## config.mk

```make
export PLATFORM = sky130hd
export DESIGN_NAME = ddr_rx_align_monitor
export DESIGN_NICKNAME = d
export VERILOG_FILES = /design/src/rtl/ddr_rx_align_monitor.sv
export SDC_FILE = /design/constraint.sdc
export NUM_CORES = 1
export LEC_CHECK = 0
export ABC_AREA = 0
export CORE_ASPECT_RATIO = 0.6
export CORE_MARGIN = 3
export CORE_UTILIZATION = 45
export CTS_BUF_LIST = sky130_fd_sc_hd__clkbuf_4 sky130_fd_sc_hd__clkbuf_8
export DETAILED_ROUTE_END_ITERATION = 8
export GPL_TIMING_DRIVEN = 0
export HOLD_SLACK_MARGIN = 0.1
export PLACE_DENSITY = 0.68
export SLEW_MARGIN = 25
export SYNTH_ARGS = -nofsm -noshare
export SYNTH_HDL_FRONTEND = slang
export SYNTH_SLANG_ARGS = --single-unit
```

## constraint.sdc

```tcl
create_clock -name clk -period 3.9 [get_ports clk]
set_input_delay 0.78 -clock clk [delete_from_list [all_inputs] [get_ports clk]]
set_output_delay 0.78 -clock clk [all_outputs]
set_load 0.01 [all_outputs]
```

## src/rtl/ddr_rx_align_monitor.sv

```systemverilog
// ---------------------------------------------------------------------------
// ddr_rx_align_monitor
//
// Purpose:
//   Rx-side companion to the PLL phase controller. Watches deserialized
//   training words from the SERDES/DDR input gearbox, hunts for the word
//   boundary after a datapath reset, barrel-shifts rx_data onto it and
//   reports sampling / word-alignment health back to the controller.
//
// Ports:
//   clk             in   core clock (same domain as the phase controller)
//   rst_n           in   asynchronous active-low reset
//   lock            in   PLL lock, synchronous to clk
//   reset_datapath  in   datapath reset from the controller, active high
//   stop            in   controller stop; freezes the block
//   rx_valid        in   rx_data qualifier
//   rx_data         in   raw DW-bit word from the gearbox
//   align_status    out  [0]=sample error, [1]=word-alignment error (1 = bad)
//   data_out        out  aligned word (1-cycle latency)
//   data_out_valid  out  qualifier for data_out
//   shift           out  current bit offset of the barrel shifter
//   aligned         out  high only while LOCKED
//   err_count       out  (ALIGN_ERR_CNT_EN only) saturating count of
//                        mismatched valid words seen while LOCKED
//
// Build option:
//   ALIGN_ERR_CNT_EN  - when defined, adds the err_count output and counter.
// ---------------------------------------------------------------------------
module ddr_rx_align_monitor #(
    parameter int              DW          = 8,
    parameter logic [DW-1:0]   PATTERN     = 8'h1F,
    parameter int              WIN         = 16,
    parameter int              CONFIRM_CNT = 4,
    parameter int              ERR_THR     = 3
) (
    input  logic                  clk,
    input  logic                  rst_n,
    input  logic                  lock,
    input  logic                  reset_datapath,
    input  logic                  stop,
    input  logic                  rx_valid,
    input  logic [DW-1:0]         rx_data,
    output logic [1:0]            align_status,
    output logic [DW-1:0]         data_out,
    output logic                  data_out_valid,
    output logic [$clog2(DW)-1:0] shift,
    output logic                  aligned
`ifdef ALIGN_ERR_CNT_EN
    ,
    output logic [15:0]           err_count
`endif
);

    localparam int SW = $clog2(DW);
    localparam int CW = $clog2(CONFIRM_CNT + 1);
    localparam int EW = $clog2(ERR_THR + 1);
    localparam int WW = $clog2(WIN + 1);

    typedef enum logic [1:0] {
        IDLE    = 2'd0,
        HUNT    = 2'd1,
        CONFIRM = 2'd2,
        LOCKED  = 2'd3
    } state_t;

    state_t          state_reg, state_next;
    logic [SW-1:0]   shift_reg, shift_next;
    logic [CW-1:0]   cnt_reg, cnt_next;
    logic [EW-1:0]   errcnt_reg, errcnt_next;
    logic [WW-1:0]   win_cnt_reg, win_cnt_next;
    logic            win_flag_reg, win_flag_next;
    logic [1:0]      status_reg, status_next;

    logic [DW-1:0]   prev_reg;
    logic [DW-1:0]   data_out_reg;
    logic            dov_reg;

    // stop masks the input stream entirely; every consumer below uses vld.
    logic            vld;
    assign vld = rx_valid && !stop;

    // -----------------------------------------------------------------------
    // Candidate words: every DW-bit window straddling the previous and the
    // current word. A boundary offset of k takes the top DW-k bits of prev
    // and the low k bits of rx_data.
    // -----------------------------------------------------------------------
    logic [2*DW-1:0] word_pair;
    logic [DW-1:0]   cand [DW];
    logic [DW-1:0]   match;
    logic            any_match;
    logic [SW-1:0]   hunt_shift;

    assign word_pair = {rx_data, prev_reg};

    generate
        for (genvar gi = 0; gi < DW; gi++) begin : g_cand
            assign cand[gi]  = word_pair[gi +: DW];
            assign match[gi] = (cand[gi] == PATTERN);
        end
    endgenerate

    assign any_match = |match;

    // Lowest matching offset; scanning downward lets the smallest k win.
    always_comb begin
        hunt_shift = '0;
        for (int k = DW - 1; k >= 0; k--) begin
            if (match[k]) begin
                hunt_shift = SW'(k);
            end
        end
    end

    // -----------------------------------------------------------------------
    // Control state register
    // -----------------------------------------------------------------------
    always_ff @(posedge clk or negedge rst_n) begin
        if (!rst_n) begin
            state_reg    <= IDLE;
            shift_reg    <= '0;
            cnt_reg      <= '0;
            errcnt_reg   <= '0;
            win_cnt_reg  <= '0;
            win_flag_reg <= 1'b0;
            status_reg   <= 2'b11;
        end else begin
            state_reg    <= state_next;
            shift_reg    <= shift_next;
            cnt_reg      <= cnt_next;
            errcnt_reg   <= errcnt_next;
            win_cnt_reg  <= win_cnt_next;
            win_flag_reg <= win_flag_next;
            status_reg   <= status_next;
        end
    end

    // -----------------------------------------------------------------------
    // Next-state logic: sampling window, alignment FSM, then overrides
    // (lock loss beats datapath reset; stop is already folded into vld).
    // -----------------------------------------------------------------------
    always_comb begin
        state_next    = state_reg;
        shift_next    = shift_reg;
        cnt_next      = cnt_reg;
        errcnt_next   = errcnt_reg;
        win_cnt_next  = win_cnt_reg;
        win_flag_next = win_flag_reg;
        status_next   = status_reg;

        // Sampling check: a word with no matching rotation at all means the
        // bits themselves are being sampled wrongly, whatever the boundary.
        if (state_reg != IDLE && vld) begin
            if (win_cnt_reg == WW'(WIN - 1)) begin
                status_next[0] = win_flag_reg | ~any_match;
                win_cnt_next   = '0;
                win_flag_next  = 1'b0;
            end else begin
                win_cnt_next   = win_cnt_reg + 1'b1;
                win_flag_next  = win_flag_reg | ~any_match;
            end
        end

        unique case (state_reg)
            IDLE: begin
                if (!stop && lock && !reset_datapath) begin
                    state_next = HUNT;
                end
            end
            HUNT: begin
                if (vld && any_match) begin
                    shift_next = hunt_shift;
                    cnt_next   = CW'(1);
                    state_next = CONFIRM;
                end
            end
            CONFIRM: begin
                if (vld) begin
                    if (match[shift_reg]) begin
                        // The HUNT hit counted as the first match.
                        if (cnt_reg >= CW'(CONFIRM_CNT - 1)) begin
                            state_next     = LOCKED;
                            status_next[1] = 1'b0;
                            cnt_next       = '0;
                        end else begin
                            cnt_next = cnt_reg + 1'b1;
                        end
                    end else begin
                        state_next = HUNT;
                        cnt_next   = '0;
                    end
                end
            end
            LOCKED: begin
                if (vld) begin
                    if (match[shift_reg]) begin
                        errcnt_next = '0;
                    end else if (errcnt_reg >= EW'(ERR_THR - 1)) begin
                        status_next[1] = 1'b1;
                        errcnt_next    = '0;
                        state_next     = HUNT;
                    end else begin
                        errcnt_next = errcnt_reg + 1'b1;
                    end
                end
            end
            default: state_next = IDLE;
        endcase

        if (!lock) begin
            state_next    = IDLE;
            status_next   = 2'b11;
            cnt_next      = '0;
            errcnt_next   = '0;
            win_cnt_next  = '0;
            win_flag_next = 1'b0;
        end else if (reset_datapath) begin
            // status[0] is left as computed above so a window that ends on
            // this cycle still reports.
            state_next     = IDLE;
            shift_next     = '0;
            status_next[1] = 1'b1;
            cnt_next       = '0;
            errcnt_next    = '0;
            win_cnt_next   = '0;
            win_flag_next  = 1'b0;
        end
    end

    // -----------------------------------------------------------------------
    // Datapath: remember the last valid word and register the shifted word.
    // -----------------------------------------------------------------------
    always_ff @(posedge clk or negedge rst_n) begin
        if (!rst_n) begin
            prev_reg     <= '0;
            data_out_reg <= '0;
            dov_reg      <= 1'b0;
        end else begin
            dov_reg <= vld;
            if (vld) begin
                prev_reg     <= rx_data;
                data_out_reg <= cand[shift_reg];
            end
        end
    end

`ifdef ALIGN_ERR_CNT_EN
    logic [15:0] err_count_reg;

    always_ff @(posedge clk or negedge rst_n) begin
        if (!rst_n) begin
            err_count_reg <= '0;
        end else if (reset_datapath) begin
            err_count_reg <= '0;
        end else if (vld && state_reg == LOCKED && !match[shift_reg]
                     && err_count_reg != 16'hFFFF) begin
            err_count_reg <= err_count_reg + 16'd1;
        end
    end

    assign err_count = err_count_reg;
`endif

    assign align_status   = status_reg;
    assign data_out       = data_out_reg;
    assign data_out_valid = dov_reg;
    assign shift          = shift_reg;
    assign aligned        = (state_reg == LOCKED);

endmodule
```

== Yosys cells after proc, flatten, opt, wreduce, memory -nomap -nowiden ==
Cells that the tools add are included.

* Word-level logic and storage cells: 125
* Input bits: 14
* Register bits: 35
* Output and inout bits: 15

* Add/subtract/negate cells: 3
* Eq/ne operators: 28
* Bitwise gates (word level): 3
* Mux-type cells: 61
* Reductions and logical operators: 15
* $lt $le $gt $ge: 4

{| class="wikitable"
|+ Operators by type and width
! operator !! number
|-
| == test 8 x 5 -> 1 bit, second input constant || 8
|-
| two-way mux 3 bit || 18
|-
| two-way mux 2 bit || 16
|-
| binary-select mux 8 bit (select 3 bit) || 1
|-
| inequality test 4 bit, second input constant || 6
|-
| two-way mux 5 bit || 4
|-
| two-way mux 1 bit || 16
|-
| two-way mux 8 bit || 2
|-
| AND reduction 7 bit || 2
|-
| inequality test 3 x 1 -> 1 bit, second input constant || 3
|-
| inequality test 4 x 1 -> 1 bit, second input constant || 2
|-
| inequality test 4 x 3 -> 1 bit, second input constant || 2
|-
| case mux 2 bit (4 select lines) || 1
|-
| OR reduction 8 bit || 1
|-
| case mux 3 bit (2 select lines) || 1
|-
| adder 5 x 1 -> 5 bit, second input constant || 1
|-
| == test 5 x 4 -> 1 bit, second input constant || 1
|-
| logical AND 1 bit || 5
|-
| inequality test 5 bit, second input constant || 1
|-
| == test 2 bit, second input constant || 2
|-
| >= comparator 4 bit, second input constant || 1
|-
| < comparator 3 x 4 -> 1 bit, second input constant || 1
|-
| inequality test 2 x 1 -> 1 bit, second input constant || 2
|-
| inverter 3 -> 4 bit || 1
|-
| other kinds (14) || 16
|}

== Depth between registers and ports, before layout ==
* Depth in word-level cells: 13
* Depth in mapped cells: 7
* Depth with buffers taken out: 7

== Worst setup path after synthesis ==
Ideal clock, no wire load.

* Path kind: input -> register
* Start: input rx_data[4]
* End: register state_reg[0]
* Path buffers: 0
* Arrival: 2.231 ns
* Path slack: 1.545 ns
* Data required time: 3.775 ns
* Cell stages on the path: 6
* Setup time: 0.125 ns
* Cells stage by stage: nand2b_1 a2111o_1 and4_4 a2bb2oi_1 a2bb2oi_2 mux2_2

* Longest elaborated chain between the ends: 8
* Elaborated cells on any way between the ends: 16
* Those cells by class: 6 x eq/ne; 7 x mux; 3 x reduce/logical

{| class="wikitable"
|+ Ends and longest elaborated chain
! element !! RTL line !! text
|-
| from (decl) || 42 || <nowiki>input logic [DW-1:0] rx_data,</nowiki>
|-
| == test 8 x 5 -> 1 bit || 98 || <nowiki>assign match[gi] = (cand[gi] == PATTERN);</nowiki>
|-
| binary-select mux 1 bit (select 3 bit) || 178, 195 ||
|-
| two-way mux 1 bit (not written as such) || 178, 195 ||
|-
| two-way mux 2 bit || 178 || <nowiki>if (match[shift_reg]) begin</nowiki>
|-
| two-way mux 2 bit || 177 || <nowiki>if (vld) begin</nowiki>
|-
| case mux 2 bit (4 select lines) || 163 || <nowiki>unique case (state_reg)</nowiki>
|-
| two-way mux 2 bit || 216 || <nowiki>end else if (reset_datapath) begin</nowiki>
|-
| two-way mux 2 bit || 209 || <nowiki>if (!lock) begin</nowiki>
|-
| to (signal assigned) || 127 || <nowiki>state_reg <= state_next;</nowiki>
|-
| to (decl) || 66 || <nowiki>state_t state_reg, state_next;</nowiki>
|}

Parallel ways exist; a longest one is shown, timed or not. The select of a mux whose other input is x is not followed.
A chain may end at the register's enable or synchronous reset.

== Worst setup path after layout ==
* Start: input rx_data[0]
* End: register cnt_reg[1]

* Longest elaborated chain between the ends: 8
* Elaborated cells on any way between the ends: 18
* Those cells by class: 8 x eq/ne; 7 x mux; 3 x reduce/logical

{| class="wikitable"
|+ Ends and longest elaborated chain
! element !! RTL line !! text
|-
| == test 8 x 5 -> 1 bit || 98 ||
|-
| binary-select mux 1 bit (select 3 bit) || 178 ||
|-
| two-way mux 1 bit (not written as such) || 178 ||
|-
| two-way mux 3 bit || 178 ||
|-
| two-way mux 3 bit || 177 ||
|-
| case mux 3 bit (2 select lines) || 163 ||
|-
| two-way mux 3 bit || 216 ||
|-
| two-way mux 3 bit || 209 ||
|-
| to (signal assigned) || 129 || <nowiki>cnt_reg <= cnt_next;</nowiki>
|-
| to (decl) || 68 || <nowiki>logic [CW-1:0] cnt_reg, cnt_next;</nowiki>
|}

Parallel ways exist; a longest one is shown, timed or not. The select of a mux whose other input is x is not followed.

==> impl_summary.log <==
[metrics] area share of the leading cell type in the synthesized netlist: 35.8%
[metrics] fin crit period: approximately 2.9 ns
[metrics] Bufs on Longest Clock Path: 2
[metrics] post-synthesis sequential area ratio: between 30% and 40%
[metrics] global routing usage on met2: 24.4%
[metrics] Post-Syn Instances: ~240
[metrics] reported leakage power: about 1.2 nW
[metrics] Sequential cell area: ~900 um^2
[metrics] category of the worst setup path launch point: primary input
[metrics] Post-Route Setup TNS: 0 ns
[metrics] count of final max-slew check failures: 0
[metrics] max-slew headroom at the worst pin: around half
[metrics] number of antenna repair diodes: 0
[metrics] setup repair after global routing missed its margin: no
[metrics] clock transition time at the flip-flop clock pins of the worst setup and hold paths: roughly 0.070 ns
[metrics] first-pass GRT wire length: roughly 9200 um
[metrics] Max-Cap Viols: 0
[metrics] share of async-settable or async-resettable flops after synthesis: 100%
[metrics] Max Fanout on Critical Path: 8
[metrics] element type at the critical path end: flip-flop
[metrics] Core Region: 0.00475 mm^2
[metrics] Multi-input gate area: between 0.001 and 0.0015 mm^2
[metrics] hold buffer count at cts: 0
[metrics] Final GP Congestion: roughly 0.9
[metrics] total nets after synthesis: 260
[metrics] DR vias/cell: ~5.7
[metrics] outcome: finished, final reports clean
[metrics] mapped cell area: between 0.002 and 0.0025 mm^2
[metrics] cell with the most instances after synthesis: nand2_1
[metrics] non-filler cells, final: 338
[metrics] input/output buffers: 28
[metrics] most area-consuming cells after synthesis: dfrtp_1 36%, mux4_2 8.8%, nand2_1 7.2%
[metrics] peak clock frequency supported by timing: about 340 MHz
[metrics] horizontal die dimension: about 100 um
[metrics] Util after Layout: between 50% and 60%
[metrics] Worst Slack Setup Final: around 1 ns
[metrics] initial antenna violation count: 0
[metrics] final routed wire length divided by cell count: 16.2 um
[metrics] startpoint-to-endpoint class of the critical path: primary input to flip-flop
[metrics] required time at the endpoint of the critical path: 4.08 ns
[metrics] cells along the critical path: clkdlybuf4s50_1 -> and2b_2 -> o211ai_1 -> and4_4 -> nand2_1 -> a31oi_1 -> mux2_2
[metrics] clk sinks: 35
[metrics] post-synthesis sequential element count: 35
[metrics] DRC violation count after routing: 0
[metrics] Worst Clk Skew: approximately 0.0063 ns
[metrics] crit share post-route: approximately 74%
[metrics] data arrival time of the worst path: 3.08 ns
[metrics] count of synthesis-stage warnings from yosys: 0
[metrics] largest area contributor in the netlist: dfrtp_1
[metrics] clock tree root buffer cell: clkbuf_8
[metrics] Cell Pwr Density: between 300 and 400 mW/mm^2
[metrics] H-tree level count: 2
[metrics] count of fill cells added during filler insertion: 424
[metrics] area enclosed by the die boundary: ~0.0061 mm^2
[metrics] number of iterations in the first detailed-routing pass: 4
[metrics] Routed Wire Length: ~5500 um
[metrics] pin count of the biggest net entering global routing: 26
[metrics] Final setup violation count: 0
[metrics] Layout area overhead: 20.7%
[metrics] via count of the first global-routing pass: approximately 1,700
[metrics] drt initial violations: roughly 170
[metrics] site row count: 19
[metrics] Tightest Pin Transition: between 0.7 and 0.8 ns
[metrics] num ports: 29
[metrics] number of enable-type register cells in the synthesized netlist: 0
[metrics] delay of the slowest cell on the worst path: 0.67 ns
[metrics] remaining global-route overflow: 0
[metrics] placed cell area: between 0.002 and 0.003 mm^2
[metrics] fraction of layout cells with a size suffix above 1: approximately 15%
[metrics] met3 demand-to-capacity share in global routing: around 4.6%
[metrics] height of the die: 61.5 um
[metrics] Clk Latency, worst-skew pair: ~0.29 ns
[metrics] count of nets left with antenna violations after detail routing: 0
[metrics] Hold Fails Final Rpt: 0
[metrics] DR vias: between 1,500 and 2,000
[metrics] synth cell count leaders: 44 x nand2_1, 33 x dfrtp_1, 18 x nor2_1
[metrics] Most Used Layer, Global Route: met1
[metrics] estimated wirelength of the detail-placed design: about 4200 um
[metrics] overall global routing resource usage: around a fifth
[metrics] placed cell count: 330
[metrics] Max IR drop VDD: approximately 180 uV
[metrics] predominant post-synthesis flop cell: dfrtp_1
[metrics] post-synthesis cell type count: 53
[metrics] total of cells resized after clock tree synthesis: 0
[metrics] number of buffers added by the clock tree synthesis step: 5
[metrics] post-CTS setup buffer count: 0
[metrics] Hold Crit Class: primary input to asynchronous set/reset pin
[metrics] CTS tree: done
[metrics] pre-CTS setup slack: about 0.76 ns
[metrics] slowest CP cell: clkdlybuf4s50_1
[metrics] mean area per synthesized cell: slightly below 10 um^2
[metrics] net count of the finished layout: 296
[metrics] global routing met1 resource utilization: between 30 and 40%
[metrics] Layout Cell Area excl Fill: approximately 0.0028 mm^2
[metrics] effective utilization at floorplan: 48.6%
-- area by class of cell --
cell class	instances	share of cell area (%)
buffer	11	1.75
clock buffer	8	3.73
inverter	8	1.08
multi-input combinational	184	48.5
sequential	35	31.5
tap	63	2.83
timing repair buffer	29	10.6
-- through the flow --
stage          hold slack [ns]  total power, mW
6_report                 0.365            0.888
5_1_grt                  0.374            0.938
4_1_cts                  0.366            0.898
3_5_place_dp             0.475            0.595
3_3_place_gp             0.464            0.589
2_1_floorplan            0.459            0.510
-- per-layer routing --
layer / up-vias / share of wire [%] / wire length [um]
met2: 75 / 37 / 2020
met5: - / 0 / 0
li1: 940 / - / -
met4: 0 / 1.1 / 58
met1: 913 / 52 / 2860
met3: 7 / 9.8 / 537
-- report_power, final --
| part | leakage (nW) | switching [mW] | internal (mW) | total (mW) |
|---|---|---|---|---|
| registers | 0.457 | 0.0225 | 0.389 | 0.411 |
| logic | 0.641 | 0.0893 | 0.0880 | 0.177 |
| clock network | 0.0549 | 0.131 | 0.168 | 0.299 |
| total | 1.15 | 0.243 | 0.645 | 0.888 |
-- worst max-delay path, delay by kind of cell --
family | cells | cell delay (ns)
AND/OR/NAND/NOR | 3 | 0.67
multiplexers | 1 | 0.37
AO/OA/AOI/OAI | 2 | 0.60
buffers and inverters | 1 | 0.67
-- path summary, 6_finish.rpt --
path,slack [ns],depth (start not counted),endpoint,start
max in group asynchronous,3.04,2,align_status[0]$_DFFE_PN1P_,rst_n
max reg2reg,1.55,7,state_reg[0]$_DFFE_PN0P_,prev_reg[7]$_DFFE_PN0P_
min in group clk,0.48,2,data_out[7]$_DFFE_PN0P_,data_out[7]$_DFFE_PN0P_
max,1.00,7,cnt_reg[1]$_DFFE_PN0P_,rx_data[0]
min reg2reg,0.48,2,data_out[7]$_DFFE_PN0P_,data_out[7]$_DFFE_PN0P_
min,0.36,1,data_out[4]$_DFFE_PN0P_,rst_n
-- logic make-up (layout without fill, tap and decap cells) --
logic type      count (synthesis)  count (layout)  share of synthesized area, %
simple gates                  103             103                          22.8
compound gates                 42              42                          13.1
buf+inv                        19              56                          3.41
fa+ha+maj                       8               8                          4.33
flops                          35              35                          38.0
mux                            29              29                          17.7
xor+xnor                        2               2                         0.759
-- placed cells by master, fill, tap and decap left out, types with 2 or more instances in the layout --
cell / count
clkbuf_1: 5
nand2_1: 44
dfstp_2: 2
nand3b_1: 4
and2_1: 2
nor3_1: 5
a22o_1: 2
nand2b_1: 6
nand4b_1: 2
and2b_2: 2
inv_1: 8
a31oi_1: 3
ha_1: 8
mux2i_1: 16
mux4_2: 9
o21ai_0: 12
nor2_1: 18
clkbuf_8: 7
mux2_2: 4
a211oi_1: 4
a211o_1: 2
nand3_1: 3
buf_2: 6
or3b_2: 2
dfrtp_1: 33
nor4_1: 3
clkdlybuf4s50_1: 27
a21oi_1: 7
(Power assumes the default switching activity.)
==> variant 1: new RTL, config.mk and constraints unchanged <==
Encoding of `state_t`: now one-hot (4 bits for 4 states).
--- a/src/rtl/ddr_rx_align_monitor.sv
+++ b/src/rtl/ddr_rx_align_monitor.sv
@@ -58,7 +58,7 @@
 
-    typedef enum logic [1:0] {
-        IDLE    = 2'd0,
-        HUNT    = 2'd1,
-        CONFIRM = 2'd2,
-        LOCKED  = 2'd3
+    typedef enum logic [3:0] {
+        IDLE    = 4'b0001,
+        HUNT    = 4'b0010,
+        CONFIRM = 4'b0100,
+        LOCKED  = 4'b1000
     } state_t;
Function: same outputs for any inputs over 4 cycles, from zero or initial values and one cycle with rst_n low; so few cycles prove little.
==> variant 1 against the original RTL <==
- sequential cell count grew 2
- core utilization shrank 1.5 points
- routed wire length grew 15%
- largest power group unchanged
- first-iteration DRC count shrank 4.8%
- area after synthesis grew 6.9%
- final area grew 6.2%
- power grew 15%
- clock power grew 34%
- setup slack lost 59 ps
==> variant 1: results (changes against the original RTL) <==
Synth
  • Syn Nets: 286 (+10%)
  • Post-synthesis compound-gate area fraction: 17.88% (+4.8 points)
  • Mux contribution to synthesized area: 11.14% (-6.5 points)
  • Post-synthesis adder-cell area fraction: 1.520% (-2.8 points)
  • Synth cell count leaders: nand2_1 (50), dfrtp_1 (34), o21ai_0 (20), nor2_1 (16), mux2i_1 (14)
  • XOR/XNOR share of the synthesized area: 0.7092% (-0.049 points)

Run status
  • Status: complete, no violations

Finish
  • # nets final: 320 (+8.1%)
  • Number of fill cells: 470 (+11%)
  • Share of cells above drive strength 1: 13.49% (-1.1 points)

Routing
  • Via-to-Cell Ratio: 5.930 (+3.6%)
  • Met2 WL: 2.288 mm (+13%)
  • Initial DRC count: 158 (-4.8%)
  • WL/cell: 16.94 µm (+4.6%)
  • Wl on met1: 3.379 mm (+18%)

STA
  • Rel. slew slack: 45.67% (-5.2 points)

GRT
  • First-pass GRT wire length: 10.71 mm (+17%)
  • GRT Util Overall: 21.58% (+1.7 points)
  • GRT met3 Usage: 6.748% (+2.1 points)
  • M1 GR Usage: 36.75% (+4.1 points)

Critical path
  • Buf/Inv on CP: 2 (+1)
  • WP data arrival: 2180 ps (-900 ps)

Power and ir drop
  • Leakage Power: 1.178 nW (+2.1%)
  • Max VDD drop: 0.0001991 V (+9.9%)

Placed design
  • Setup WS pre-CTS: 710.3 ps (-46.13 ps)
  • Port bufs: 26 (-7.1%)
==> variant 1: changes by cell type after synthesis, moves of 3 or more <==
cell and change:
o21ai_0 +8, nand2_1 +6, ha_1 -5, nand2b_1 +5, nand3_1 +5, mux4_2 -4, nand4_1 +3, nor3_1 +3
nor4_1 +3, nor4b_1 +3, o31ai_1 +3
==> variant 1: path summary, 6_finish.rpt <==
check	start	endpoint	slack [ps]	cells past startpoint
min in group clk	data_out[3]	data_out[3]	480	2
max in group asynchronous	rst_n	align_status[1]	2990	2
hold / removal	rst_n	data_out[3]	380	1
hold reg to reg	data_out[3]	data_out[3]	480	2
setup reg to reg	prev_reg[7]	shift[0]	1580	5
setup / recovery	state_reg[2]	aligned	940	4
==> variant 1: worst register-to-register path, stage by stage (launching register included) <==
cell	delay, ps
dfrtp_1	490
nand4b_1	280
a2111oi_2	580
o41ai_2	260
nor4b_1	420
a221oi_1	120
==> variant 1: power breakdown <==
| part | leakage [nW] | internal (W) | switching (W) |
|---|---|---|---|
| logic | 0.627 | 0.0000888 | 0.0000994 |
| registers | 0.482 | 0.000412 | 0.0000234 |
| clock network | 0.0681 | 0.000254 | 0.000145 |
==> variant 1: cell type report <==
type / count / area share [%]
Clock inverter: 3 / 2.197
Multi-Input combinational cell: 207 / 47.91
Inverter: 8 / 1.014
Clock buffer: 5 / 2.324
Timing Repair Buffer: 27 / 9.294
Buffer: 17 / 3.084
Tap cell: 66 / 2.788
Sequential cell: 37 / 31.39
==> variant 1: per-stage QoR <==
stage / cell area (µm²) / cells / power (W)
6_report: 2962 / 370 / 0.001024
5_1_grt: 2962 / 370 / 0.001079
4_1_cts: 2962 / 370 / 0.001029
3_5_place_dp: 2828 / 362 / 0.0006301
3_3_place_gp: 2813 / 361 / 0.0006250
2_1_floorplan: 2470 / 269 / 0.0005407
==> variant 2: new RTL, same settings <==
Without the edit above. Add a define of `ALIGN_ERR_CNT_EN`.
--- a/src/rtl/ddr_rx_align_monitor.sv
+++ b/src/rtl/ddr_rx_align_monitor.sv
@@ -28,2 +28,4 @@
 // ---------------------------------------------------------------------------
+`define ALIGN_ERR_CNT_EN
+
 module ddr_rx_align_monitor #(
Check against the original RTL (old outputs only; new: err_count): equivalent (Yosys induction, for registers that start in step).
==> variant 2 against the original RTL <==
- combinational power is 3% higher
- first-iteration DRC count is 130% higher
- register-to-register slack worse by 100 ps
- worst hold slack better by 69 ps
- setup slack worse by 86 ps
- routed wire length is 46% higher
- final area is 37% higher
- core utilization is 0.63 points higher
- power is 22% higher
- area after synthesis is 37% higher
- clock power is 5% higher
- sequential cell count is 16 higher
- clock skew is 1.2 ps lower
- critical path depth stayed put
- critical path type unchanged
==> variant 2: results (changes against the original RTL) <==
Run status
  • Status: complete, no violations

Placed design
  • Port bufs: 44 (+57%)
  • HPWL after detailed placement: 6.053 mm (+45%)
  • Post-DP Area: 0.003729 mm² (+39%)
  • Setup WS pre-CTS: 615.6 ps (-140.8 ps)

Finish
  • Fraction of area in multi-input gates: 46.61% (-1.9 points)
  • Logic inverters: 7 (-1)
  • Non-filler instance count after layout: 475 (+41%)
  • CLK BUF: 7 (-1)
  • # nets final: 413 (+40%)
  • Sequential cell area: 0.001279 mm² (+46%)
  • Plain + repair buffers: 59 (+48%)
  • Clock-cell share of area: 2.327% (-1.4 points)
  • Number of fill cells: 572 (+35%)
  • #MultiIn Comb: 266 (+45%)
  • Share of cells above drive strength 1: 8.440% (-6.1 points)
  • P&R area growth vs syn: 20.88%
  • FF+latch count: 51 (+46%)

Synth
  • Syn Nets: 361 (+39%)
  • Cell area after synthesis: 0.003158 mm² (+37%)
  • Synth cell count leaders: nand2_1 (54), dfrtp_1 (49), nor2_1 (29), a21oi_1 (20)
  • Post-synthesis adder-cell area fraction: 3.566% (-0.77 points)
  • Mapped Avg Cell Area: 9.343 µm² (-3.7%)
  • XOR/XNOR share of the synthesized area: 2.773% (+2.0 points)
  • Mux contribution to synthesized area: 12.16% (-5.5 points)

GRT
  • GRT Util Overall: 21.07% (+1.2 points)
  • Vias in the first global route: 2,535 (+49%)
  • Pin count of the biggest net entering global routing: 52 (+100%)
  • First-pass GRT wire length: 13.45 mm (+46%)

Critical path
  • Reg-to-reg startpoint: state_reg[0]
  • Reg-to-Reg End: err_count[15]
  • Critical path peak fanout: 9 (+1)
  • Worst Setup EP: state_reg[0]
  • Top Family by Delay on Critical Path: multiplexers
  • WP data arrival: 3180 ps (+100 ps)
  • R2r setup slk: 1450 ps (-100 ps)
  • Worst setup path start: rx_data[2]

Power and ir drop
  • Max VDD drop: 0.0001982 V (+9.4%)
  • Leakage Power: 1.565 nW (+36%)

Routing
  • Via-to-Cell Ratio: 5.851 (+2.2%)
  • Initial DRC count: 377 (+130%)
  • Wirelength, routed: 8.009 mm (+46%)
  • Drt first pass iters: 5 (+1)
  • Met2 WL: 3.028 mm (+50%)

STA
  • Rel. slew slack: 61.97% (+11 points)
  • Final Hold Slack: 433.2 ps (+68.61 ps)
  • Fin crit period: 2985 ps (+86.10 ps)
  • Clock Skew: 5.141 ps (-1.173 ps)
variant 2: changes by cell type after synthesis, sizes merged, moves of 9 or more:
cell,unedited run,this run
nand3,3,14
nand4,1,10
nor2,18,29
dfrtp,33,49
a21oi,7,20
nand2,44,55
variant 2: logic make-up after synthesis:
group,after synthesis
buf+inv,21
simple gates,158
flops,51
xor+xnor,10
compound gates,60
fa+ha+maj,9
mux,29
variant 2: power by group through the flow:
stage	logic [W]	registers [W]	clock network [W]
after global placement	0.000177	0.000590	0
after detailed placement	0.000183	0.000593	0
after floorplan	0.0000889	0.000590	0
final	0.000183	0.000583	0.000314
after CTS	0.000184	0.000582	0.000325
after global routing	0.000203	0.000587	0.000344
variant 2: layer usage:
| metal | track usage, % | vias up |
|---|---|---|
| met4 | 5.270 | 0 |
| met2 | 26.13 | 106 |
| met5 | 0 | - |
| met3 | 5.385 | 6 |
| met1 | 35.14 | 1332 |
| li1 | - | 1335 |
